**config.mk**
```make
export PLATFORM = sky130hd
export DESIGN_NAME = elevator_scheduler_flat
export DESIGN_NICKNAME = d
export VERILOG_FILES = /design/src/rtl/elevator_scheduler_if.sv /design/src/rtl/elevator_scheduler.sv /design/src/flat_wrapper.sv
export SDC_FILE = /design/constraint.sdc
export NUM_CORES = 1
export LEC_CHECK = 0
export BUFFER_PORTS_ARGS = -buffer_cell sky130_fd_sc_hd__buf_4
export CORE_UTILIZATION = 55
export CTS_BUF_LIST = sky130_fd_sc_hd__clkbuf_8
export CTS_CLUSTER_DIAMETER = 120
export CTS_CLUSTER_SIZE = 25
export DETAILED_ROUTE_END_ITERATION = 8
export GPL_TIMING_DRIVEN = 0
export PLACE_DENSITY = 0.78
export SLEW_MARGIN = 20
export SYNTH_ARGS = -nofsm -noshare
export SYNTH_HDL_FRONTEND = slang
export SYNTH_SLANG_ARGS = --single-unit
```
**constraint.sdc**
```tcl
create_clock -name clk_50 -period 2.7 [get_ports clk_50]
set_clock_uncertainty 0.1 [all_clocks]
set_input_delay 0.675 -clock clk_50 [delete_from_list [all_inputs] [get_ports clk_50]]
set_output_delay 0.675 -clock clk_50 [all_outputs]
set_load 0.01 [all_outputs]
```
**src/rtl/elevator_scheduler_if.sv**
```systemverilog
// Button inputs and car status outputs of the three-floor elevator scheduler.
// The master side presses buttons and watches status; the slave side is the scheduler.
interface elevator_scheduler_if;
   logic       button1;
   logic       button2;
   logic       button3;
   logic       moving;
   logic       direction;
   logic       door_open;
   logic [1:0] floor;
   logic [2:0] pending;

   modport master (
      output button1, button2, button3,
      input  moving, direction, door_open, floor, pending
   );

   modport slave (
      input  button1, button2, button3,
      output moving, direction, door_open, floor, pending
   );
endinterface

```
**src/rtl/elevator_scheduler.sv**
```systemverilog
// Three-floor elevator controller: latches active-low button presses and
// serves them with a keep-direction (SCAN) policy, timing travel and door dwell in clock cycles.
module elevator_scheduler #(
   parameter int TRAVEL_CYCLES = 100,
   parameter int DOOR_CYCLES   = 50
) (
   input logic                 clk_50,
   input logic                 rst_n,
   elevator_scheduler_if.slave bus
);

   localparam int MAX_CYCLES = (TRAVEL_CYCLES > DOOR_CYCLES) ? TRAVEL_CYCLES : DOOR_CYCLES;
   localparam int CW         = $clog2(MAX_CYCLES);
   localparam logic [CW-1:0] TRAVEL_LAST = CW'(TRAVEL_CYCLES - 1);
   localparam logic [CW-1:0] DOOR_LAST   = CW'(DOOR_CYCLES - 1);

   typedef enum logic [1:0] {
      ST_IDLE = 2'd0,
      ST_MOVE = 2'd1,
      ST_DOOR = 2'd2
   } state_t;

   function automatic logic [2:0] floor_mask(input logic [1:0] f);
      case (f)
         2'd0:    floor_mask = 3'b001;
         2'd1:    floor_mask = 3'b010;
         2'd2:    floor_mask = 3'b100;
         default: floor_mask = 3'b000;
      endcase
   endfunction

   function automatic logic [2:0] above_mask(input logic [1:0] f);
      case (f)
         2'd0:    above_mask = 3'b110;
         2'd1:    above_mask = 3'b100;
         default: above_mask = 3'b000;
      endcase
   endfunction

   function automatic logic [2:0] below_mask(input logic [1:0] f);
      case (f)
         2'd1:    below_mask = 3'b001;
         2'd2:    below_mask = 3'b011;
         default: below_mask = 3'b000;
      endcase
   endfunction

   logic [2:0]    sync1_r, sync2_r, hist_r;
   state_t        state_r;
   logic [1:0]    floor_r;
   logic          direction_r, moving_r, door_open_r;
   logic [2:0]    pending_r;
   logic [CW-1:0] cnt_r;

   logic [2:0] btn_s, press_s, here_s, set_s, clr_s;
   logic [1:0] next_floor_s;
   logic       arrive_s, hit_s, door_press_s, any_above_s, any_below_s;

   assign btn_s        = {bus.button3, bus.button2, bus.button1};
   assign press_s      = hist_r & ~sync2_r;
   assign here_s       = floor_mask(floor_r);
   assign arrive_s     = (state_r == ST_MOVE) && (cnt_r == TRAVEL_LAST);
   assign hit_s        = |(pending_r & floor_mask(next_floor_s));
   assign door_press_s = (state_r == ST_DOOR) && (|(press_s & here_s));
   // The door's own floor is never latched while the door is open; that press only extends dwell.
   assign set_s        = (state_r == ST_DOOR) ? (press_s & ~here_s) : press_s;
   assign any_above_s  = |(pending_r & above_mask(floor_r));
   assign any_below_s  = |(pending_r & below_mask(floor_r));

   // Floor reached at the end of the current travel leg, clamped to the shaft ends.
   always_comb begin
      next_floor_s = floor_r;
      if (direction_r) begin
         next_floor_s = (floor_r == 2'd2) ? 2'd2 : floor_r + 2'd1;
      end else begin
         next_floor_s = (floor_r == 2'd0) ? 2'd0 : floor_r - 2'd1;
      end
   end

   // Pending bit being served on this edge.
   always_comb begin
      clr_s = 3'b000;
      case (state_r)
         ST_IDLE: clr_s = pending_r & here_s;
         ST_MOVE: begin
            if (arrive_s) begin
               clr_s = pending_r & floor_mask(next_floor_s);
            end else begin
               clr_s = 3'b000;
            end
         end
         default: clr_s = 3'b000;
      endcase
   end

   // Two-flop synchronizer plus history flop per button; idle level is high.
   always_ff @(posedge clk_50 or negedge rst_n) begin
      if (!rst_n) begin
         sync1_r <= 3'b111;
         sync2_r <= 3'b111;
         hist_r  <= 3'b111;
      end else begin
         sync1_r <= btn_s;
         sync2_r <= sync1_r;
         hist_r  <= sync2_r;
      end
   end

   // Scheduler state machine with registered status outputs and request latch.
   always_ff @(posedge clk_50 or negedge rst_n) begin
      if (!rst_n) begin
         state_r     <= ST_IDLE;
         floor_r     <= 2'd0;
         direction_r <= 1'b1;
         moving_r    <= 1'b0;
         door_open_r <= 1'b0;
         pending_r   <= 3'b000;
         cnt_r       <= {CW{1'b0}};
      end else begin
         pending_r <= (pending_r & ~clr_s) | set_s;
         case (state_r)
            ST_IDLE: begin
               cnt_r <= {CW{1'b0}};
               if (|(pending_r & here_s)) begin
                  state_r     <= ST_DOOR;
                  door_open_r <= 1'b1;
               end else if (any_above_s || any_below_s) begin
                  state_r  <= ST_MOVE;
                  moving_r <= 1'b1;
                  if (!any_below_s) begin
                     direction_r <= 1'b1;
                  end else if (!any_above_s) begin
                     direction_r <= 1'b0;
                  end else begin
                     direction_r <= direction_r;
                  end
               end else begin
                  state_r <= ST_IDLE;
               end
            end
            ST_MOVE: begin
               if (arrive_s) begin
                  floor_r <= next_floor_s;
                  cnt_r   <= {CW{1'b0}};
                  if (hit_s) begin
                     state_r     <= ST_DOOR;
                     moving_r    <= 1'b0;
                     door_open_r <= 1'b1;
                  end else if ((direction_r && next_floor_s == 2'd2) ||
                               (!direction_r && next_floor_s == 2'd0)) begin
                     state_r  <= ST_IDLE;
                     moving_r <= 1'b0;
                  end else begin
                     state_r <= ST_MOVE;
                  end
               end else begin
                  cnt_r <= cnt_r + CW'(1);
               end
            end
            ST_DOOR: begin
               if (door_press_s) begin
                  cnt_r <= {CW{1'b0}};
               end else if (cnt_r == DOOR_LAST) begin
                  state_r     <= ST_IDLE;
                  door_open_r <= 1'b0;
                  cnt_r       <= {CW{1'b0}};
               end else begin
                  cnt_r <= cnt_r + CW'(1);
               end
            end
            default: begin
               state_r     <= ST_IDLE;
               moving_r    <= 1'b0;
               door_open_r <= 1'b0;
               cnt_r       <= {CW{1'b0}};
            end
         endcase
      end
   end

   assign bus.floor     = floor_r;
   assign bus.direction = direction_r;
   assign bus.moving    = moving_r;
   assign bus.door_open = door_open_r;
   assign bus.pending   = pending_r;

endmodule
```
**src/flat_wrapper.sv**
```systemverilog
// flat-port wrapper written by rule: the top's interface ports become plain ports
module elevator_scheduler_flat 
#(
   parameter int TRAVEL_CYCLES = 100,
   parameter int DOOR_CYCLES   = 50
)
  (clk_50, rst_n, bus_button1, bus_button2, bus_button3, bus_moving, bus_direction, bus_door_open, bus_floor, bus_pending);
  elevator_scheduler_if bus_i ();
  input logic clk_50;
  input logic rst_n;
  input wire logic [$bits(bus_i.button1)-1:0] bus_button1;
  input wire logic [$bits(bus_i.button2)-1:0] bus_button2;
  input wire logic [$bits(bus_i.button3)-1:0] bus_button3;
  output wire logic [$bits(bus_i.moving)-1:0] bus_moving;
  output wire logic [$bits(bus_i.direction)-1:0] bus_direction;
  output wire logic [$bits(bus_i.door_open)-1:0] bus_door_open;
  output wire logic [$bits(bus_i.floor)-1:0] bus_floor;
  output wire logic [$bits(bus_i.pending)-1:0] bus_pending;
  assign bus_i.button1 = bus_button1;
  assign bus_i.button2 = bus_button2;
  assign bus_i.button3 = bus_button3;
  assign bus_moving = bus_i.moving;
  assign bus_direction = bus_i.direction;
  assign bus_door_open = bus_i.door_open;
  assign bus_floor = bus_i.floor;
  assign bus_pending = bus_i.pending;
  elevator_scheduler #(.TRAVEL_CYCLES(TRAVEL_CYCLES), .DOOR_CYCLES(DOOR_CYCLES)) u_core (.clk_50(clk_50), .rst_n(rst_n), .bus(bus_i));
endmodule
```
==> run summary, run 1 <==
CTS tree - done
Startpoint Class - register
Hold Vio Cnt, Final - 0
Fin crit period - 2.23 ns
Die extent in y - 52.3 um
Port buffer count - 12
First-pass GRT wire length - 4240 um
Final setup vio count - 0
Final period utilization - 82.6%
Leakage - 0.708 nW
PD cells - 727 nW/um^2
Post-CTS Setup Bufs - 0
Post-synthesis register bit count - 26
Ys Warns - 0
Worst Setup Path Type - register to register
Fraction of registers with async set/reset - 100%
Post-synth top area share - 28.8%
Horiz. Die Dim - 52.3 um
Design Area, Final - 1590 um^2
Maximum buffer depth of the clock tree - 2
H-Tree Depth - 1
Routability Congestion - 0.827
Worst skew pair latency - 0.27 ns
Cts hold-fix bufs - 0
Clock sinks - 26
Total GRT Usage - 21.1%
Critical Path Slowest Stage Cell - a222oi_1
Arrival @ worst endpoint - 2.33 ns
R2r startpoint - u_core.bus.floor[0]
Unique masters post-synth - 40
DRC - 0
Number of diodes - 0
Min-Delay Path Class - primary input to async pin
Gate Count Post-Synth - 136
Post-Route Setup TNS - 0 ns
Max-slew headroom - 51.1%
Max capacitance violation total - 0
Grt ovf - 0
Clock root cell - clkbuf_8
Max-slew violation count - 0
CTS buffer count - 3
Row count - 17
Crit path max fanout - 8
Delay-heaviest family, CP - compound AO/OA/AOI/OAI gates
Pre-antenna DRT Iters - 4
Post-synth EDFFs - 0
IO Pins - 13
Syn Area/Cell - 10.2 um^2
CP Capture Type - register
Via density - 5.72
Largest net degree at the start of global routing - 27
Crit-path max cell delay - 0.65 ns
Peak Freq - 448 MHz
Main synth FF type - dfrtp_1
Hpwl dp - 1870 um
WP data required - 2.79 ns
Initial antenna violation count - 0
Worst Setup SP - u_core.bus.floor[0]
Final Util - 69.2%
Placeable Area - 2300 um^2
Area post-placement - 1520 um^2
Layout cells sized above 1 - 23.7%
Antenna Nets Post-Route - 0
Vias in the first global route - 1,027
Status - complete, no violations
Drt total wl - 2570 um
Synthesized Nets - 152
Unrepaired setup endpoints after global routing - no
Sequential area share after synthesis - 47.6%
Die area - 2740 um^2
Worst-margin pin slew - 0.733 ns
Synth top area cells - dfrtp_1, dfstp_2, ha_1, nand2_1, nor2_1
Synthesized area - 1390 um^2
WL/cell - 14.3 um
Synth-to-Final Area Change - 14.1%
Vias - 1,029
Starting Density - 60.6%
Final net count - 169
Critical-path cell list - inv_1 > ha_1 > buf_6 > a222oi_1 > and4b_1 > a21oi_1 > a31oi_1
Cts repair resizes - 0
Buffer and inverter count on the worst path - 2
Drt initial violations - 22
Post-synth top area cell - dfrtp_1
Worst-path clk slew - 0.09 ns
Max VDD drop - 0.000528 V
[power breakdown]
group / switching [mW] / internal, mW
clock: 0.119 / 0.198
combinational: 0.205 / 0.150
sequential: 0.0353 / 0.447
total: 0.359 / 0.795
[sequential cells by signal (all words and copies together), names as in the netlist]
| signal | cells |
|---|---|
| u_core.sync2_r | 3 |
| u_core.hist_r | 3 |
| u_core.bus.moving | 1 |
| u_core.state_r | 2 |
| u_core.bus.floor | 2 |
| u_core.bus.door_open | 1 |
| u_core.sync1_r | 3 |
| u_core.cnt_r | 7 |
| u_core.bus.pending | 3 |
| u_core.bus.direction | 1 |
[path summary, 6_finish.rpt]
kind / endpoint / slack, ns / cells after the start
worst max-delay path: u_core.bus.moving / 0.47 / 7
worst min register to register: u_core.sync2_r[2] / 0.26 / 0
worst min-delay path: u_core.cnt_r[2] / 0.20 / 1
max in group asynchronous: u_core.hist_r[0] / 2.01 / 1
worst max register to register: u_core.bus.moving / 0.47 / 7
min in group clk_50: u_core.sync2_r[2] / 0.26 / 0
[placed cells by master (no fill, tap or decap), drive strengths merged, types with 2 or more instances in the layout]
cell / netlist / final
xnor2: 3 / 3
inv: 11 / 11
a31o: 2 / 2
a31oi: 4 / 4
buf: 4 / 16
o31ai: 2 / 2
nand3: 6 / 6
a221oi: 2 / 2
clkbuf: 0 / 3
a21o: 2 / 2
nor3: 3 / 3
dfrtp: 16 / 16
xor2: 2 / 2
dfstp: 10 / 10
a21oi: 6 / 6
nor2: 12 / 12
nand2b: 3 / 3
nand4b: 2 / 2
ha: 11 / 11
nand3b: 3 / 3
o21ai: 4 / 4
nand2: 15 / 15
[Yosys cell counts (4+ instances only)]
cell	count
inv_1	11
nand3_1	6
dfrtp_1	16
nor2_1	12
dfstp_2	10
nand2_1	15
a31oi_1	4
ha_1	11
a21oi_1	6
[routing by layer]
metal,vias to the layer above,global-route usage (%),part of all wire (%)
met3,2,2.61,1.9
met1,506,24.4,44
li1,506,-,-
met2,15,39.7,54
met4,0,6.58,0.35
met5,-,0,0
[kinds of logic (layout without fill, tap and decap cells)]
kind of cell	after synthesis	in the layout	share of synthesized area [%]
buf+inv	15	31	5.21
xor+xnor	5	5	3.15
compound gates	29	29	14.6
fa+ha+maj	11	11	9.88
flops	26	26	47.6
simple gates	49	49	18.8
mux	1	1	0.719
[area by class of cell]
cell class                      count  area [um^2]
Buffer                              4         31.3
Clock buffer                        3         41.3
Clock inverter                      1         30.0
Fill cell                         171          708
Inverter                           11         41.3
Multi-Input combinational cell     95          657
Sequential cell                    26          663
Tap cell                           28         35.0
Timing Repair Buffer               12         90.1
[per-stage QoR]
stage	setup slack (ns)	cells	hold slack (ns)	total power, mW
3_5_place_dp	0.494	176	0.248	0.839
4_1_cts	0.461	180	0.202	1.17
3_3_place_gp	0.549	176	0.246	0.830
2_1_floorplan	0.671	136	0.245	0.735
5_1_grt	0.304	180	0.213	1.23
6_report	0.469	180	0.198	1.15
(Power assumes the default switching activity.)
==> inputs of run 2 (changes only) <==
--- a/config.mk
+++ b/config.mk
@@ -5,7 +5,9 @@
 export SDC_FILE = /design/constraint.sdc
 export NUM_CORES = 1
 export LEC_CHECK = 0
+export ABC_AREA = 1
 export BUFFER_PORTS_ARGS = -buffer_cell sky130_fd_sc_hd__buf_4
+export CORE_ASPECT_RATIO = 2
 export CORE_UTILIZATION = 55
 export CTS_BUF_LIST = sky130_fd_sc_hd__clkbuf_8
 export CTS_CLUSTER_DIAMETER = 120
==> constraint.sdc (replaced) <==
create_clock -name clk_50 -period 2.31 [get_ports clk_50]
set_clock_uncertainty 0.1 [all_clocks]
set_input_delay 0.5775 -clock clk_50 [delete_from_list [all_inputs] [get_ports clk_50]]
set_output_delay 0.5775 -clock clk_50 [all_outputs]
set_load 0.01 [all_outputs]
==> run summary, run 2 <==
Vias in the first global route - 1,152 (+12%)
Min-Delay Path Class - primary input to async pin
Synthesized Nets - 182 (+20%)
Largest net degree at the start of global routing - 27 (unchanged)
Max capacitance violation total - 0 (unchanged)
Clock sinks - 26 (unchanged)
Horiz. Die Dim - 38.1 um (-27%)
WL/cell - 13.6 um (-4.8%)
H-Tree Depth - 1 (unchanged)
Syn Area/Cell - 8.62 um^2 (-16%)
Number of diodes - 0 (unchanged)
Ys Warns - 0 (unchanged)
Sw Share - 35.5% (+4.3 points)
Final setup vio count - 0 (unchanged)
Fraction of registers with async set/reset - 100% (unchanged)
DRC - 0 (unchanged)
Crit path max fanout - 5 (-3)
Area of the multi-input gates - 669 um^2 (+1.9%)
NetSw - 0.526 mW (+46%)
Design Area, Final - 1630 um^2 (+2.3%)
Non-filler instance count after layout - 209 (+16%)
Cts hold-fix bufs - 0 (unchanged)
Post-synth top area share - 28.0% (-0.75 points)
Post-synth top area cell - dfrtp_1
Worst Setup Path Type - register to register
Leakage - 0.822 nW (+16%)
Top reg by flops - u_core.cnt_r
Final period utilization - 80.6% (-2.0 points)
Gate Count Post-Synth - 166 (+22%)
CTS buffer count - 3 (unchanged)
CTS tree - done
Reg2reg path depth - 9 (+2)
Flop pwr share - 39.0% (-2.8 points)
Sequential area share after synthesis - 46.4% (-1.2 points)
Synthesized area - 1430 um^2 (+2.7%)
Power Internal - 0.958 mW (+20%)
Main synth FF type - dfrtp_1
Die extent in y - 74.1 um (+42%)
Layout cells sized above 1 - 20.9% (-2.8 points)
Status - complete, no violations
Cts repair resizes - 0 (unchanged)
Via density - 5.62 (-1.7%)
Unique masters post-synth - 21 (-48%)
Max-slew violation count - 0 (unchanged)
Cells after DPL - 205 (+16%)
Clk pwr share - 25.8% (-1.7 points)
Initial antenna violation count - 0 (unchanged)
Starting Density - 59.4% (-1.2 points)
Port buffer count - 12 (unchanged)
Capturing point of the worst reg2reg path - u_core.bus.direction
Comb pwr share - 35.3% (+4.6 points)
Grt ovf - 0 (unchanged)
Max-slew headroom - 78.5% (+27 points)
R2R Setup Slk - 0.45 ns (-0.02 ns)
Maximum buffer depth of the clock tree - 2 (unchanged)
Post-synth EDFFs - 0 (unchanged)
CP Capture Type - register
Arrival @ worst endpoint - 1.96 ns (-0.37 ns)
Post-synthesis register bit count - 26 (unchanged)
Worst skew pair latency - 0.27 ns (about the same)
Most frequent cells in the layout - nand2_1, inv_1, nor2_1
Startpoint Class - register
Drt initial violations - 34 (+55%)
Fin crit period - 1.86 ns (-0.369 ns)
Hpwl dp - 2180 um (+17%)
Final net count - 199 (+18%)
Hold WS - 0.0887 ns (-0.109 ns)
Synth-to-Final Area Change - 13.6%
Drt total wl - 2840 um (+11%)
Number of flip-flops in the largest register - 7 (unchanged)
Peak Freq - 537 MHz (+20%)
Synth top area cells - dfrtp_1, dfstp_2, ha_1, nand2_1, inv_1
Total GRT Usage - 23.3% (+2.2 points)
Commonest non-fill, non-tap cell in the layout - nand2_1
Most common cell in the netlist - nand2_1
IO Pins - 13 (unchanged)
Die area - 2820 um^2 (+3.0%)
Routability Congestion - 0.794 (-4.0%)
WP data required - 2.41 ns (-0.38 ns)
Antenna Nets Post-Route - 0 (unchanged)
Fillcell total - 210 (+23%)
Unrepaired setup endpoints after global routing - no
Vias - 1,175 (+14%)
Register area - 663 um^2 (unchanged)
First-pass GRT wire length - 4670 um (+10%)
Most instantiated cells after synthesis - nand2_1, inv_1, nor2_1, dfrtp_1, nand3_1
PD cells - 913 nW/um^2 (+26%)
Pre-antenna DRT Iters - 7 (+3)
Post-CTS Setup Bufs - 0 (unchanged)
Area post-placement - 1550 um^2 (+2.4%)
Worst-path clk slew - 0.09 ns (about the same)
Max VDD drop - 0.000527 V (-0.23%)
Row count - 25 (+8)
Hold Vio Cnt, Final - 0 (unchanged)
Post-Route Setup TNS - 0 ns (unchanged)
Placeable Area - 2410 um^2 (+4.8%)
R2r startpoint - u_core.bus.floor[0]
Clock root cell - clkbuf_8
Worst-margin pin slew - 0.323 ns (-0.410 ns)
==> run 2: cell count changes after synthesis, moves of 5 or more <==
cell	change
inv_1	+14
nor2_1	+5
o21ai_0	+7
nand3_1	+8
nand2_1	+20
==> run 2: worst max-delay path: stages (launching register included) <==
cell     delay (ns)
dfrtp_1        0.42
inv_1          0.17
ha_1           0.26
inv_1          0.10
o21ai_0        0.24
nor2_1         0.10
inv_1          0.09
nand2_1        0.08
o21ai_0        0.13
o21ai_0        0.10
==> run 2: layer usage <==
layer,global-route usage [%],part of all wire [%]
met5,0,0
met4,9.92,2.7
met3,2.99,3.3
met2,45.6,58
met1,22.4,36
==> run 2: worst max path at each step <==
stage                             start                    to  slack [ns]
global placement    u_core.bus.floor[0]  u_core.bus.direction        0.54
CTS                 u_core.bus.floor[0]  u_core.bus.direction        0.46
detailed placement  u_core.bus.floor[0]  u_core.bus.direction        0.48
finish              u_core.bus.floor[0]  u_core.bus.direction        0.45
floorplan           u_core.bus.floor[0]     u_core.bus.moving        0.65
global route        u_core.bus.floor[0]     u_core.state_r[1]        0.24
==> run 2: kinds of logic (layout without fill, tap and decap cells) <==
| group | count (synthesis) | after routing | share of synthesized area [%] |
|---|---|---|---|
| DFF | 26 | 26 | 46.4 |
| xor gates and xnor gates | 5 | 5 | 3.06 |
| buffers and inverters | 26 | 42 | 6.82 |
| and+or+nand+nor | 78 | 78 | 24.8 |
| AOI/OAI and AO/OA | 20 | 20 | 9.27 |
| adders and majority gates | 11 | 11 | 9.62 |
==> run 2: cell type report <==
class / count / area share, %
Inverter: 26 / 6.00
Multi-Input combinational cell: 114 / 41.2
Clock buffer: 3 / 2.54
Sequential cell: 26 / 40.8
Tap cell: 27 / 2.08
Timing Repair Buffer: 12 / 5.54
Clock inverter: 1 / 1.85
==> run 2: power by group through the flow <==
stage / clock (mW) / combinational, mW / sequential (mW)
6_report: 0.382 / 0.523 / 0.578
2_1_floorplan: 0 / 0.374 / 0.585
4_1_cts: 0.383 / 0.527 / 0.577
5_1_grt: 0.401 / 0.592 / 0.583
3_5_place_dp: 0 / 0.523 / 0.586
3_3_place_gp: 0 / 0.508 / 0.579
==> run 2: stage by stage <==
step | setup slack, ns | power [mW] | utilization (%)
global placement | 0.541 | 1.09 | 64.5
CTS | 0.465 | 1.49 | 67.5
global route | 0.236 | 1.58 | 67.5
finish | 0.448 | 1.48 | 67.5
detailed placement | 0.482 | 1.11 | 64.5
floorplan | 0.650 | 0.960 | -
